--- config.mk ---
export PLATFORM = sky130hd
export DESIGN_NAME = booth_r4_mul
export DESIGN_NICKNAME = d
export VERILOG_FILES = /design/src/rtl/booth_r4_mul.sv
export SDC_FILE = /design/constraint.sdc
export NUM_CORES = 1
export LEC_CHECK = 0
export ABC_AREA = 1
export BUFFER_PORTS_ARGS = -buffer_cell sky130_fd_sc_hd__buf_4
export CELL_PAD_IN_SITES_DETAIL_PLACEMENT = 1
export CELL_PAD_IN_SITES_GLOBAL_PLACEMENT = 1
export CORE_AREA = 2 2 139 141
export DETAILED_ROUTE_END_ITERATION = 10
export DIE_AREA = 0 0 141 143
export PLACE_DENSITY_LB_ADDON = 0.2
export SYNTH_ARGS = -nofsm -noshare
export SYNTH_HDL_FRONTEND = slang
export SYNTH_SLANG_ARGS = --single-unit
--- constraint.sdc ---
create_clock -name clk -period 7.15 [get_ports clk]
set_input_delay 0.3575 -clock clk [delete_from_list [all_inputs] [get_ports clk]]
set_output_delay 0.3575 -clock clk [all_outputs]
set_load 0.01 [all_outputs]
--- src/rtl/booth_r4_mul.sv ---
// Radix-4 (modified) Booth multiplier with its own IDLE/CALC/DONE sequencer.
// One Booth digit is retired per CALC cycle; the product register holds until the next done.
module booth_r4_mul #(
  parameter int DW = 16
) (
  input  logic            clk,
  input  logic            reset,
  input  logic            clear,
  input  logic            start,
  input  logic            signed_mode,
  input  logic [DW-1:0]   multiplicand,
  input  logic [DW-1:0]   multiplier,
  output logic            busy,
  output logic            done,
  output logic [2*DW-1:0] product,
  output logic [1:0]      state_dbg
);

  localparam int N  = DW / 2 + 1;
  localparam int CW = $clog2(N);

  typedef enum logic [1:0] {
    S_IDLE = 2'd0,
    S_CALC = 2'd1,
    S_DONE = 2'd2
  } state_t;

  state_t          state_q, state_d;
  logic [CW-1:0]   cnt_q, cnt_d;
  logic [DW+1:0]   a_q, a_d;
  logic [DW+2:0]   acc_q, acc_d;
  logic [DW+1:0]   b_q, b_d;
  logic            bm1_q, bm1_d;
  logic [2*DW-1:0] product_q, product_d;

  logic [2:0]      triplet;
  logic [DW+2:0]   a_x;
  logic [DW+2:0]   addend;
  logic [DW+2:0]   sum;
  logic [DW+2:0]   acc_sh;
  logic [DW+1:0]   b_sh;
  logic [DW+1:0]   a_ext;
  logic [DW+1:0]   b_ext;

  // Datapath: recode, add into the upper half, then arithmetic shift right by two.
  always_comb begin
    triplet = {b_q[1:0], bm1_q};
    a_x     = {a_q[DW+1], a_q};
    case (triplet)
      3'b001, 3'b010: addend = a_x;
      3'b011:         addend = {a_q, 1'b0};
      3'b100:         addend = -{a_q, 1'b0};
      3'b101, 3'b110: addend = -a_x;
      default:        addend = '0;
    endcase
    sum    = acc_q + addend;
    acc_sh = {{2{sum[DW+2]}}, sum[DW+2:2]};
    b_sh   = {sum[1:0], b_q[DW+1:2]};
  end

  always_comb begin
    a_ext = signed_mode ? {{2{multiplicand[DW-1]}}, multiplicand} : {2'b00, multiplicand};
    b_ext = signed_mode ? {{2{multiplier[DW-1]}}, multiplier} : {2'b00, multiplier};
  end

  // clear outranks start; product is left untouched on abort.
  always_comb begin
    state_d   = state_q;
    cnt_d     = cnt_q;
    a_d       = a_q;
    acc_d     = acc_q;
    b_d       = b_q;
    bm1_d     = bm1_q;
    product_d = product_q;
    if (clear) begin
      state_d = S_IDLE;
    end else begin
      case (state_q)
        S_IDLE, S_DONE: begin
          if (start) begin
            state_d = S_CALC;
            cnt_d   = '0;
            a_d     = a_ext;
            acc_d   = '0;
            b_d     = b_ext;
            bm1_d   = 1'b0;
          end else begin
            state_d = S_IDLE;
          end
        end
        S_CALC: begin
          acc_d = acc_sh;
          b_d   = b_sh;
          bm1_d = b_q[1];
          cnt_d = cnt_q + CW'(1);
          if (cnt_q == CW'(N - 1)) begin
            state_d   = S_DONE;
            product_d = {acc_sh[DW-3:0], b_sh};
          end
        end
        default: state_d = S_IDLE;
      endcase
    end
  end

  always_ff @(posedge clk or negedge reset) begin
    if (!reset) begin
      state_q   <= S_IDLE;
      cnt_q     <= '0;
      a_q       <= '0;
      acc_q     <= '0;
      b_q       <= '0;
      bm1_q     <= 1'b0;
      product_q <= '0;
    end else begin
      state_q   <= state_d;
      cnt_q     <= cnt_d;
      a_q       <= a_d;
      acc_q     <= acc_d;
      b_q       <= b_d;
      bm1_q     <= bm1_d;
      product_q <= product_d;
    end
  end

  assign busy      = (state_q == S_CALC);
  assign done      = (state_q == S_DONE);
  assign product   = product_q;
  assign state_dbg = state_q;

endmodule

# Yosys cells after proc, flatten, opt, wreduce, memory -nomap -nowiden
# Cells that the tools add are included.
[totals]
reg_bits = 94
[classes]
add_sub_neg = 4
eq_ne = 11
n_mux = 15
n_bitwise = 1
reduce_logical = 8
[ops]
columns = ["cell", "n"]
rows = [
  ["$pmux W19 S4", 1],
  ["$mux W18", 3],
  ["$neg A19 Y19", 2],
  ["$pmux W19 S2", 1],
  ["$pmux W18 S2", 1],
  ["$add A19 B19 Y19", 1],
  ["$mux W19", 1],
  ["$eq A3 B3 Y1 const B", 3],
  ["$reduce_and A3 Y1", 3],
  ["$pmux W4 S2", 1],
  ["$eq A3 B2 Y1 const B", 2],
  ["$reduce_or A2 Y1", 3],
  ["$add A4 B1 Y4 const B", 1],
  ["$eq A4 B4 Y1 const B", 1],
  ["$mux W2", 2],
  ["$mux W4", 1],
  ["$pmux W2 S2", 1],
  ["$eq A3 B1 Y1 const B", 1],
  ["$ne A3 B2 Y1 const B", 1],
  ["$eq A2 B1 Y1 const B", 1],
  ["$eq A2 B2 Y1 const B", 1],
  ["$logic_not A2 Y1", 1],
  ["$mux W1", 2],
  ["$ne A2 B2 Y1 const B", 1],
  ["3 further kinds", 3],
]

# Longest topological paths before layout
# Gate-level depths: netlist (run 1).
[depth]
ltp_word = 5
ltp_mapped = 22

# Worst setup path before layout (run 1)
# OpenSTA, ideal clock, no wires.
[synth_path]
path_kind = "reg-to-reg"
from = "reg a_q[0]"
to = "reg product_q[27], in the netlist product[27]"
setup_time_ps = 117
t_arrival_ps = 2570
required_ps = 7033
path_slack_ps = 4463
stages_incl_launch_ff = 16
path_buffers = 0
cell_sequence = "dfrtp_1 > inv_1 > ha_1 > nand2_1 > xor2_1 > inv_1 > a221oi_1 > o21ai_0 > ha_1 > a21oi_1 > a21boi_2 > o21ai_4 > nand2_1 > nand3b_1 > nand3_1 > nand2_1"
[synth_between]
elab_chain_len = 3
[synth_lines]
columns = ["element", "line", "rtl"]
rows = [
  ["from (decl)", "30", "logic [DW+1:0] a_q, a_d;"],
  ["from (signal assigned)", "110", "a_q <= '0;"],
  ["from (signal assigned)", "118", "a_q <= a_d;"],
  ["$neg A19 Y19, on equally long branches", "53, 52", ""],
  ["$pmux W19 S4 (*)", "49", "case (triplet)"],
  ["$add A19 B19 Y19 (*)", "56", "sum = acc_q + addend;"],
  ["to (signal assigned)", "122", "product_q <= product_d;"],
  ["to (decl)", "34", "logic [2*DW-1:0] product_q, product_d;"],
]
# Mark *: on every way between the ends. The rest lies on a longest branch, timed or not.
# A chain may end at the register's enable or synchronous reset.

# Worst setup path after layout (run 1)
[layout_path]
from = "reg a_q[0]"
to = "reg product_q[25], in the netlist product[25]"
# The elaborated chain is that of the path after synthesis.

==> impl_metrics.csv, run 1 <==
group,metric,value,unit
power_and_ir_drop,power_frac_clock,19.5,%
global_route,grt_pass1_vias,5007,
worst_setup_path,crit_path_start,"a_q[0]$_DFFE_PN0P_",
worst_setup_path,endpoint,"product[25]$_DFFE_PN0P_",
yosys,synth_seq_area_share,41.4,%
yosys,ys_seq_elements,91,
worst_setup_path,cp_cell_sequence,"inv_1 -> ha_1 -> nand2_1 -> xor2_1 -> inv_1 -> a221oi_1 -> o21ai_0 -> ha_1 -> a21oi_1 -> a21boi_2 -> o21ai_4 -> nand3_2 -> nand3_1 -> nand3_1 -> nand2_1",
detailed_routing,wl_met2,7460,µm
detailed_routing,drtAntennaViolNets,0,
timing,grt_setup_unrepaired,"no",
yosys,synth_fp_nets,765,
final_layout,finalNetCount,828,
power_and_ir_drop,power.net_switching,0.00117,W
final_layout,diodes,0,
placement,dpl.hpwl,12600,µm
clock_network,cts_buffers,9,
worst_setup_path,crit_arrival,3.55,ns
floorplanning,initial_utilization,29.6,%
timing,max-slew-margin-rel,35.5,%
global_route,grt_overflow_total,0,
global_route,grt_pass1_wl,27100,µm
yosys,synth_area_per_cell,7.79,µm²
detailed_routing,dr.pass1.iters,5,
detailed_routing,drc,0,
final_layout,drive_above_1_share,16.7,%
worst_setup_path,r2r_start,"a_q[0]$_DFFE_PN0P_",
timing,min_period,3.31,ns
global_route,track_usage,17.1,%
worst_setup_path,critPathCaptureType,"register",
run_status,status,"completed",
placement,placed_area,0.00621,mm²
timing,hold_viol_final,0,
power_and_ir_drop,pwr-share-comb,49.6,%
floorplanning,fp.dieH,143,µm
clock_network,clk_pin_slew,0.07,ns
global_route,grt_max_degree,67,
yosys,syn_inst,706,
yosys,synth_ff_type,"dfrtp_1",
worst_setup_path,slowest_delay,0.45,ns
final_layout,area_growth,18.7,%
clock_network,cts.sinks,91,
yosys,ys_warn_count,0,
timing,tns,0,ns
timing,tightest_slew,0.966,ns
clock_network,clock-root-buffer,"clkbuf_16",
clock_network,cts_setup_buffers,0,
yosys,synth_area,0.00550,mm²
timing,finalSetupViolCount,0,
power_and_ir_drop,cellPowerDensity,398,mW/mm²
floorplanning,io_pins,73,
detailed_routing,wl,16500,µm
clock_network,clk_path_buf_depth,2,
yosys,synth-async-reset-ratio,100,%
detailed_routing,wl_met1,8440,µm
clock_network,cts_tree,"built",
power_and_ir_drop,vdd_ir_drop_max,0.147,mV
placement,portBuffers,72,
global_route,antenna_found_initial,0,
clock_network,htree_levels,3,
timing,timing.final.ws_setup,3.84,ns
worst_setup_path,crit_type,"reg -> reg",
worst_setup_path,cp.required,7.39,ns
yosys,synthDistinctLibCells,48,
floorplanning,core,0.0186,mm²
worst_setup_path,timing.rr.end,"product[25]$_DFFE_PN0P_",
floorplanning,die_width,141,µm
detailed_routing,wl_met3,393,µm
detailed_routing,drt_iter0_markers,257,
yosys,yosysMostFrequentCell,"nand2_1",
power_and_ir_drop,leakagePower,3.18,nW
job,maxCapViolCount,0,
clock_network,clock_latency,0.36,ns
min_path,hold_class,"in -> reg",
placement,globalplace.congestion,0.908,
timing,fmax,302,MHz
final_layout,fin_area,0.00653,mm²
worst_setup_path,worstSetupStartpointType,"register",
detailed_routing,via_per_inst,4.90,
yosys,netlist_top_cells_count,"nand2_1, dfrtp_1, inv_1",
yosys,synth_top_cell_area_share,41.4,%
detailed_routing,wl_per_cell,16.4,µm
floorplanning,rows,50,
timing,report.final.slew_viol_count,0,
placement,pre_cts_ws,3.84,ns
worst_setup_path,critPathMaxFanout,6,
yosys,synth_area_leaders,"dfrtp_1, nand2_1, o21ai_0",
power_and_ir_drop,p_int,0.00143,W
yosys,synth_top_area_cell,"dfrtp_1",
power_and_ir_drop,power.total,0.00260,W
detailed_routing,top_layer_used,"met4",
timing,fin_skew,0.00823,ns
worst_setup_path,reg2reg_slack,3.84,ns
worst_setup_path,r2r_cells,15,
floorplanning,dieArea,0.0202,mm²
power_and_ir_drop,seqPwrFrac,31.0,%
worst_setup_path,slowest_stage,"dfrtp_1",
timing,whs,0.198,ns
detailed_routing,dr_total_vias,4940,
timing,post-route-period-util,46.3,%
yosys,synth_edf_count,0,
power_and_ir_drop,switching_share,45.0,%
[metrics by stage]
stage,std cells,utilization (%)
after floorplan,706,-
after global placement,991,33.4
after detailed placement,991,33.4
after CTS,1008,35.1
after global routing,1008,35.1
final,1008,35.1
[layout by cell type, fill, tap and decap left out, types with 7 or more instances in the layout]
cell,n
a21oi_1,20
buf_4,74
clkbuf_16,9
dfrtp_1,91
ha_1,21
inv_1,68
nand2_1,205
nand2_2,7
nand3_1,53
nand4_1,9
nor2_1,35
nor2_2,8
o211ai_1,15
o21ai_0,65
xor2_1,8
[worst max-delay path: cells and delay by family (launching register included)]
family	cells	cell delay, ns
AOI/OAI and AO/OA	5	1.08
xor gates and xnor gates	1	0.14
adders and majority gates	2	0.74
buffers and inverters	2	0.26
DFF	1	0.45
and+or+nand+nor	5	0.52
[power by group through the flow]
| stage | clock network (W) | registers, W | logic, W |
|---|---|---|---|
| 6_report | 0.000505 | 0.000804 | 0.00129 |
| 5_1_grt | 0.000542 | 0.000828 | 0.00145 |
| 4_1_cts | 0.000521 | 0.000805 | 0.00130 |
| 3_3_place_gp | 0 | 0.000805 | 0.00126 |
| 3_5_place_dp | 0 | 0.000812 | 0.00129 |
| 2_1_floorplan | 0 | 0.000801 | 0.000877 |
[flip-flops by register name, indices dropped and copies added (netlist names)]
name       cells
product       32
b_q           18
a_q           17
acc_q         17
cnt_q          4
state_dbg      2
bm1_q          1
[timing repair]
action,in CTS,in global routing
endpoints found under the hold margin,25,0
hold buffers,1,0
resized for setup,0,0
setup endpoints to repair,0,0
[final cells by class]
cell class              count  area (µm²)
clock inverters             7        82.6
fillers                  2257       12100
inverters                  73         274
clock buffers               9         225
flip-flops and latches     91        2280
multi-input cells         519        2810
well taps                 234         293
repair buffers             75         566
[per-layer routing]
layer,global-route usage [%],up-vias
li1,-,2479
met1,24.4,2379
met2,27.0,69
met3,2.82,13
met4,4.47,0
met5,0,-
[worst min path at each step]
stage | startpoint | end | slack (ns) | cells past startpoint
final | multiplicand[12] | a_q[12]$_DFFE_PN0P_ | 0.20 | 3
after global routing | multiplicand[2] | a_q[2]$_DFFE_PN0P_ | 0.21 | 3
after CTS | multiplicand[12] | a_q[12]$_DFFE_PN0P_ | 0.19 | 3
after detailed placement | reset | b_q[4]$_DFFE_PN0P_ | 0.29 | 1
after global placement | reset | b_q[4]$_DFFE_PN0P_ | 0.29 | 1
after floorplan | reset | a_q[0]$_DFFE_PN0P_ | 0.06 | 0
[cells by family (layout without fill, tap and decap cells)]
logic type | after synthesis | in the layout | share of synthesized area, %
compound gates | 140 | 140 | 15.4
xor+xnor | 13 | 13 | 2.07
fa+ha+maj | 22 | 22 | 5.14
buf+inv | 96 | 164 | 7.50
flops | 91 | 91 | 41.4
simple gates | 344 | 344 | 28.5
(Power assumes the default switching activity.)
==> run 2: changes to the inputs <==
--- a/config.mk
+++ b/config.mk
@@ -5,13 +5,13 @@
 export SDC_FILE = /design/constraint.sdc
 export NUM_CORES = 1
 export LEC_CHECK = 0
-export ABC_AREA = 1
+export ABC_AREA = 0
 export BUFFER_PORTS_ARGS = -buffer_cell sky130_fd_sc_hd__buf_4
 export CELL_PAD_IN_SITES_DETAIL_PLACEMENT = 1
 export CELL_PAD_IN_SITES_GLOBAL_PLACEMENT = 1
-export CORE_AREA = 2 2 139 141
+export CORE_AREA = 2 2 142 144
 export DETAILED_ROUTE_END_ITERATION = 10
-export DIE_AREA = 0 0 141 143
+export DIE_AREA = 0 0 144 146
 export PLACE_DENSITY_LB_ADDON = 0.2
 export SYNTH_ARGS = -nofsm -noshare
 export SYNTH_HDL_FRONTEND = slang
==> constraint.sdc (replaced) <==
create_clock -name clk -period 2.9 [get_ports clk]
set_input_delay 0.145 -clock clk [delete_from_list [all_inputs] [get_ports clk]]
set_output_delay 0.145 -clock clk [all_outputs]
set_load 0.01 [all_outputs]
==> run 2 against run 1 <==
  * The run now ends with negative setup slack left
  * Global-route usage grew 3.6 points
  * Power grew to 3.1 times the previous value
  * Routed wire length grew 29%
  * Clock skew is essentially flat
  * Critical path depth grew 1
  * Combinational power grew to 4.0 times the previous value
  * Non-clock buffer count grew 166
  * Register-to-register slack lost 4.5 ns
  * Area after synthesis grew 4.6%
  * Clock power grew 140%
  * Highest routed layer unchanged
==> impl_metrics.csv, run 2 <==
group,metric,value,unit
global_route,grt_max_degree,50,
worst_setup_path,crit_type,"reg -> reg",
worst_setup_path,r2r_start,"a_q[3]$_DFFE_PN0P_",
floorplanning,dieArea,0.0210,mm²
detailed_routing,drt_iter0_markers,229,
floorplanning,fp.dieH,146,µm
worst_setup_path,reg2reg_slack,-0.68,ns
clock_network,cts_tree,"built",
clock_network,clk_path_buf_depth,2,
final_layout,drive_above_1_share,37.6,%
yosys,netlist_top_cells_count,"nand2_1, dfrtp_1, nor2_1",
run_status,violations,"negative setup slack",
power_and_ir_drop,switching_share,42.6,%
power_and_ir_drop,leakagePower,4.15,nW
detailed_routing,drc,0,
final_layout,fin_area,0.00859,mm²
placement,placed_area,0.00741,mm²
floorplanning,io_pins,73,
timing,fin_skew,0.00798,ns
global_route,grt_pass1_wl,34200,µm
yosys,synth_fp_nets,760,
worst_setup_path,worstSetupStartpointType,"register",
placement,portBuffers,72,
final_layout,final_common_cell,"buf_4",
timing,finalSetupViolCount,23,
final_layout,nFillCells,2257,
yosys,synth_area_per_cell,8.21,µm²
min_path,whs_endpoint,"a_q[15]$_DFFE_PN0P_",
power_and_ir_drop,power_frac_clock,14.8,%
worst_setup_path,cp_cell_sequence,"nor4_4 -> buf_4 -> nand3_2 -> or3_4 -> xor2_2 -> a31oi_1 -> o21ai_1 -> ha_1 -> buf_4 -> nand4_1 -> nor2_2 -> a211oi_2 -> nand2_1 -> a31oi_2 -> xor2_1 -> o21ai_1",
final_layout,largest_reg_flops,32,
floorplanning,rows,51,
detailed_routing,dr_total_vias,5965,
timing,hold_viol_final,0,
worst_setup_path,cp.required,3.13,ns
min_path,hold_class,"in -> reg",
power_and_ir_drop,cellPowerDensity,935,mW/mm²
worst_setup_path,timing.rr.end,"acc_q[14]$_DFFE_PN0P_",
worst_setup_path,crit_family,"simple AND/OR/NAND/NOR gates",
yosys,synth-async-reset-ratio,100,%
worst_setup_path,crit_arrival,3.81,ns
min_path,worstHoldPathCells,3,
clock_network,clk_pin_slew,0.08,ns
power_and_ir_drop,vdd_ir_drop_max,0.360,mV
yosys,synth_top_cell_area_share,39.6,%
final_layout,finalNetCount,967,
yosys,synth_area_leaders,"dfrtp_1, nand2_1, ha_1",
placement,globalplace.congestion,0.839,
clock_network,clock-root-buffer,"clkbuf_16",
power_and_ir_drop,power.net_switching,0.00342,W
detailed_routing,wl,21300,µm
final_layout,multi_input_area,0.00372,mm²
yosys,ys_seq_elements,91,
timing,max-slew-margin-rel,51.9,%
yosys,synth_edf_count,0,
final_layout,seqCellArea,0.00228,mm²
power_and_ir_drop,seqPwrFrac,21.5,%
clock_network,htree_levels,3,
job,maxCapViolCount,0,
timing,tns,-8.95,ns
timing,post-route-period-util,123,%
floorplanning,core,0.0193,mm²
global_route,grt_overflow_total,0,
detailed_routing,dr.pass1.iters,4,
floorplanning,die_width,144,µm
timing,grt_setup_unrepaired,"yes",
min_path,worstHoldStart,"multiplicand[15]",
run_status,status,"complete, but fails checks",
worst_setup_path,critPathCaptureType,"register",
clock_network,cts_buffers,9,
yosys,yosysMostFrequentCell,"nand2_1",
final_layout,fin_util,44.4,%
final_layout,layout_common_cells,"buf_4, nand2_1, dfrtp_1",
worst_setup_path,cp_num_buf_inv,2,
timing,timing.final.ws_setup,-0.678,ns
worst_setup_path,slowest_delay,0.41,ns
timing,tightest_slew,0.720,ns
worst_setup_path,slowest_stage,"dfrtp_1",
yosys,synth_area,0.00575,mm²
floorplanning,initial_utilization,29.8,%
final_layout,area_growth,49.3,%
global_route,track_usage,20.7,%
timing,fmax,279,MHz
timing,report.final.slew_viol_count,0,
global_route,grt_pass1_vias,6468,
worst_setup_path,r2r_cells,16,
yosys,ys_warn_count,0,
worst_setup_path,critPathMaxFanout,3,
yosys,syn_inst,701,
yosys,synth_top_area_cell,"dfrtp_1",
power_and_ir_drop,pwr-share-comb,63.7,%
yosys,synthDistinctLibCells,62,
global_route,antenna_found_initial,0,
detailed_routing,via_per_inst,5.06,
clock_network,cts.sinks,91,
yosys,synth_seq_area_share,39.6,%
detailed_routing,drtAntennaViolNets,0,
timing,min_period,3.58,ns
power_and_ir_drop,p_int,0.00461,W
worst_setup_path,crit_cells,16,
placement,dpl.hpwl,14900,µm
final_layout,diodes,0,
yosys,synth_ff_type,"dfrtp_1",
detailed_routing,wl_per_cell,18.1,µm
clock_network,clock_latency,0.36,ns
[run 2: changes by cell type in the layout (fill, tap and decap cells not counted), moves of 11 or more]
cell,previous run,this run
buf_4,74,211
nand3_1,53,12
inv_1,68,13
a22o_1,1,12
o211ai_1,15,3
o21ai_0,65,24
a31oi_1,3,20
buf_6,0,13
dlygate4sd3_1,1,16
nor2_1,35,50
[run 2: worst min-delay path: stages]
cell	delay, ns
buf_4	0.10
nand2_1	0.05
nand2_1	0.05
[run 2: layer usage]
metal	global-route usage [%]	routed length, µm	vias up
met4	5.39	463	0
met5	0	0	-
met1	26.6	9490	2999
li1	-	-	2838
met2	35.3	10600	101
met3	4.01	683	27
[run 2: layout make-up]
type	count	area share (%)
Multi-Input combinational cell	548	43.3
Timing Repair Buffer	241	22.2
Clock inverter	6	0.626
Inverter	17	0.743
Sequential cell	91	26.5
Clock buffer	10	2.67
Tap cell	265	3.86
[run 2: how the worst max path moves through the flow]
stage	startpoint	end	slack, ns
after floorplan	a_q[3]$_DFFE_PN0P_	acc_q[15]$_DFFE_PN0P_	-0.67
after global placement	a_q[3]$_DFFE_PN0P_	acc_q[17]$_DFFE_PN0P_	-0.53
after detailed placement	a_q[3]$_DFFE_PN0P_	acc_q[17]$_DFFE_PN0P_	-0.69
after CTS	a_q[2]$_DFFE_PN0P_	product[31]$_DFFE_PN0P_	-0.61
after global routing	a_q[3]$_DFFE_PN0P_	product[31]$_DFFE_PN0P_	-0.89
final	a_q[3]$_DFFE_PN0P_	acc_q[14]$_DFFE_PN0P_	-0.68
[run 2: logic make-up (layout without fill, tap and decap cells)]
kind of cell             count (synthesis)  count (layout)  synth area share, %
adder cells (fa/ha/maj)                 22              22                 4.91
flip-flops                              91              91                 39.6
AND/OR/NAND/NOR                        324             324                 24.1
XOR/XNOR                                25              25                 3.81
AO/OA/AOI/OAI                          160             160                 18.3
multiplexers                            17              17                 3.39
buffers and inverters                   62             274                 5.91
[run 2: power by group through the flow]
stage | clock network [W] | logic [W] | registers [W]
floorplan | 0 | 0.00233 | 0.00166
global placement | 0 | 0.00381 | 0.00172
global route | 0.00127 | 0.00553 | 0.00176
CTS | 0.00123 | 0.00459 | 0.00172
detailed placement | 0 | 0.00396 | 0.00173
finish | 0.00119 | 0.00511 | 0.00173
[run 2: stage by stage]
stage          hold slack (ns)  worst slack, ns  total power, W  std cells
6_report                0.0229           -0.678         0.00803       1178
5_1_grt                 0.0334           -0.887         0.00856       1178
4_1_cts                 0.0141           -0.608         0.00753       1171
3_5_place_dp             0.210           -0.691         0.00569       1125
3_3_place_gp             0.207           -0.528         0.00553       1125
2_1_floorplan           -0.151           -0.665         0.00399        701
[run 2: what timing repair did]
| action | 4_1_cts | 5_1_grt |
|---|---|---|
| setup buffers | 17 | 12 |
| setup endpoints to repair | 25 | 25 |
| gates cloned | 0 | 0 |
| pin swaps | 49 | 31 |
| hold buffers | 16 | 0 |
| hold endpoints to repair | 57 | 0 |
| resized for setup | 67 | 48 |
==> run 3: changes to the inputs <==
--- a/config.mk
+++ b/config.mk
@@ -9,10 +9,11 @@
 export BUFFER_PORTS_ARGS = -buffer_cell sky130_fd_sc_hd__buf_4
 export CELL_PAD_IN_SITES_DETAIL_PLACEMENT = 1
 export CELL_PAD_IN_SITES_GLOBAL_PLACEMENT = 1
-export CORE_AREA = 2 2 142 144
+export CORE_AREA = 2 2 123 125
 export DETAILED_ROUTE_END_ITERATION = 10
-export DIE_AREA = 0 0 144 146
-export PLACE_DENSITY_LB_ADDON = 0.2
+export DIE_AREA = 0 0 125 127
+export PLACE_DENSITY_LB_ADDON = 0.1
+export SETUP_SLACK_MARGIN = 0.2
 export SYNTH_ARGS = -nofsm -noshare
 export SYNTH_HDL_FRONTEND = slang
 export SYNTH_SLANG_ARGS = --single-unit
==> run 3 against run 2 <==
  * The flow still finishes with violations (negative setup slack)
  * Setup slack improved by 0.0029 ns
  * Largest cell class unchanged
  * Register-to-register slack about the same
  * Flip-flop and latch count unchanged
  * Critical path type unchanged
  * Cell area decreased by 3.2%
  * Clock skew increased by 0.0025 ns
  * Die area decreased by 24%
  * Largest power group unchanged
  * Sequential power about the same
  * Combinational power decreased by 1%
  * Highest routed layer unchanged
==> impl_metrics.csv, run 3 (synthesis results as in run 2) <==
group,metric,value,unit
run_status,status,"complete, but fails checks",
run_status,violations,"negative setup slack",
clock_network,cts_tree,"built",
clock_network,clk_pin_slew,0.08,ns
floorplanning,fp.dieH,127,µm
timing,fmax,280,MHz
worst_setup_path,critPathMaxFanout,4,
clock_network,cts.sinks,91,
final_layout,drive_above_1_share,35.8,%
detailed_routing,dr_total_vias,5932,
placement,dpl.hpwl,14100,µm
final_layout,area_growth,44.4,%
final_layout,finalNetCount,951,
power_and_ir_drop,cellPowerDensity,971,mW/mm²
worst_setup_path,critPathCaptureType,"register",
clock_network,htree_levels,3,
min_path,hold_class,"in -> reg",
worst_setup_path,cp_cell_sequence,"nor4_4 -> buf_4 -> nand3_2 -> or3_1 -> xor2_1 -> a31oi_1 -> o21ai_1 -> ha_1 -> a21o_1 -> o21bai_4 -> a21o_1 -> buf_4 -> or3_4 -> a32o_1",
final_layout,nFillCells,1701,
detailed_routing,wl_met3,950,µm
detailed_routing,wl_met1,8700,µm
floorplanning,dieArea,0.0159,mm²
final_layout,largest_reg_flops,32,
clock_network,clk_path_buf_depth,2,
timing,grt_setup_unrepaired,"yes",
clock_network,clock-root-buffer,"clkbuf_16",
timing,max-slew-margin-rel,11.3,%
placement,place_inst,1036,
floorplanning,die_width,125,µm
detailed_routing,dr.pass1.iters,4,
worst_setup_path,worstSetupStartpointType,"register",
placement,portBuffers,72,
global_route,track_usage,26.7,%
timing,timing.final.ws_setup,-0.675,ns
worst_setup_path,cp.required,3.14,ns
detailed_routing,drt_iter0_markers,298,
detailed_routing,top_layer_used,"met4",
global_route,grt_pass1_vias,6553,
timing,tns,-10.52,ns
placement,placed_area,0.00729,mm²
worst_setup_path,slowest_stage,"dfrtp_1",
global_route,grt_pass1_wl,34000,µm
detailed_routing,drc,0,
detailed_routing,via_per_inst,5.49,
placement,pre_cts_ws,-0.833,ns
detailed_routing,wl_per_cell,19.4,µm
worst_setup_path,crit_type,"reg -> reg",
timing,min_period,3.58,ns
detailed_routing,wl,21000,µm
placement,globalplace.congestion,0.882,
floorplanning,initial_utilization,39.9,%
timing,finalSetupViolCount,23,
timing,fin_skew,0.0105,ns
global_route,antenna_found_initial,0,
final_layout,layout_common_cells,"buf_4, nand2_1, dfrtp_1",
final_layout,final_common_cell,"buf_4",
timing,post-route-period-util,123,%
final_layout,fin_util,57.6,%
final_layout,diodes,0,
timing,report.final.slew_viol_count,0,
global_route,grt_overflow_total,0,
detailed_routing,drtAntennaViolNets,0,
final_layout,fin_area,0.00831,mm²
timing,hold_viol_final,0,
clock_network,clock_latency,0.35,ns
global_route,grt_max_degree,92,
final_layout,final_cells,1081,
power_and_ir_drop,vdd_ir_drop_max,0.364,mV
worst_setup_path,slowest_delay,0.42,ns
detailed_routing,wl_met2,10700,µm
worst_setup_path,crit_arrival,3.82,ns
timing,tightest_slew,1.33,ns
floorplanning,io_pins,73,
floorplanning,rows,44,
power_and_ir_drop,leakagePower,4.10,nW
job,maxCapViolCount,0,
floorplanning,core,0.0144,mm²
clock_network,cts_buffers,9,
## run 3: changes by cell type in the layout (fill, tap and decap cells not counted), sizes merged
cell         change
clkbuf           +1
buf             -12
inv              -2
dlygate4sd3      -4
clkinvlp         -1
bufinv           +1
clkinv           +1
## run 3: final cells by class
| type | instances | area (µm²) | area share [%] |
|---|---|---|---|
| Multi-Input combinational cell | 548 | 3620 | 43.6 |
| Clock buffer | 11 | 243 | 2.92 |
| Sequential cell | 91 | 2280 | 27.4 |
| Inverter | 17 | 63.8 | 0.768 |
| Tap cell | 184 | 230 | 2.77 |
| Clock inverter | 5 | 67.6 | 0.813 |
| Timing Repair Buffer | 225 | 1800 | 21.7 |
## run 3: report_power, final
group / internal (W) / switching [W]
combinational: 0.00244 / 0.00262
sequential: 0.00150 / 0.000229
clock: 0.000708 / 0.000573
total: 0.00465 / 0.00342
## run 3: worst paths after layout
check | from | to | slack, ns | depth (start not counted)
max | a_q[3]$_DFFE_PN0P_ | acc_q[10]$_DFFE_PN0P_ | -0.68 | 14
min | multiplicand[0] | a_q[0]$_DFFE_PN0P_ | 0.006 | 3
max reg2reg | a_q[3]$_DFFE_PN0P_ | acc_q[10]$_DFFE_PN0P_ | -0.68 | 14
min reg2reg | product[13]$_DFFE_PN0P_ | product[13]$_DFFE_PN0P_ | 0.48 | 2
max in group asynchronous | reset | b_q[1]$_DFFE_PN0P_ | 2.09 | 3
min in group asynchronous | reset | a_q[13]$_DFFE_PN0P_ | 0.37 | 3
## run 3: worst max-delay path: cells and delay by family (launching register included)
kind	cells	cell delay, ns
AOI/OAI and AO/OA	6	1.21
xor gates and xnor gates	1	0.17
adders and majority gates	1	0.34
buffers and inverters	2	0.32
DFF	1	0.42
and+or+nand+nor	4	1.02
## run 3: what timing repair did
item / CTS / global route
resized for setup: 70 / 29
hold buffers: 12 / 0
pin swaps: 28 / 28
setup endpoints to repair: 27 / 28
cloned: 0 / 0
endpoints found under the hold margin: 102 / 0
buffers inserted: 9 / 8
## run 3: through the flow
step / hold WS [ns] / total power (W)
after floorplan: -0.151 / 0.00402
after global placement: 0.233 / 0.00551
after detailed placement: 0.238 / 0.00569
after CTS: 0.00868 / 0.00763
after global routing: 0.0131 / 0.00854
final: 0.00568 / 0.00807
## run 3: routing by layer
metal	vias to the layer above	track usage [%]
li1	2813	-
met1	2939	32.4
met2	139	48.2
met3	41	4.90
met4	0	8.89
met5	-	0
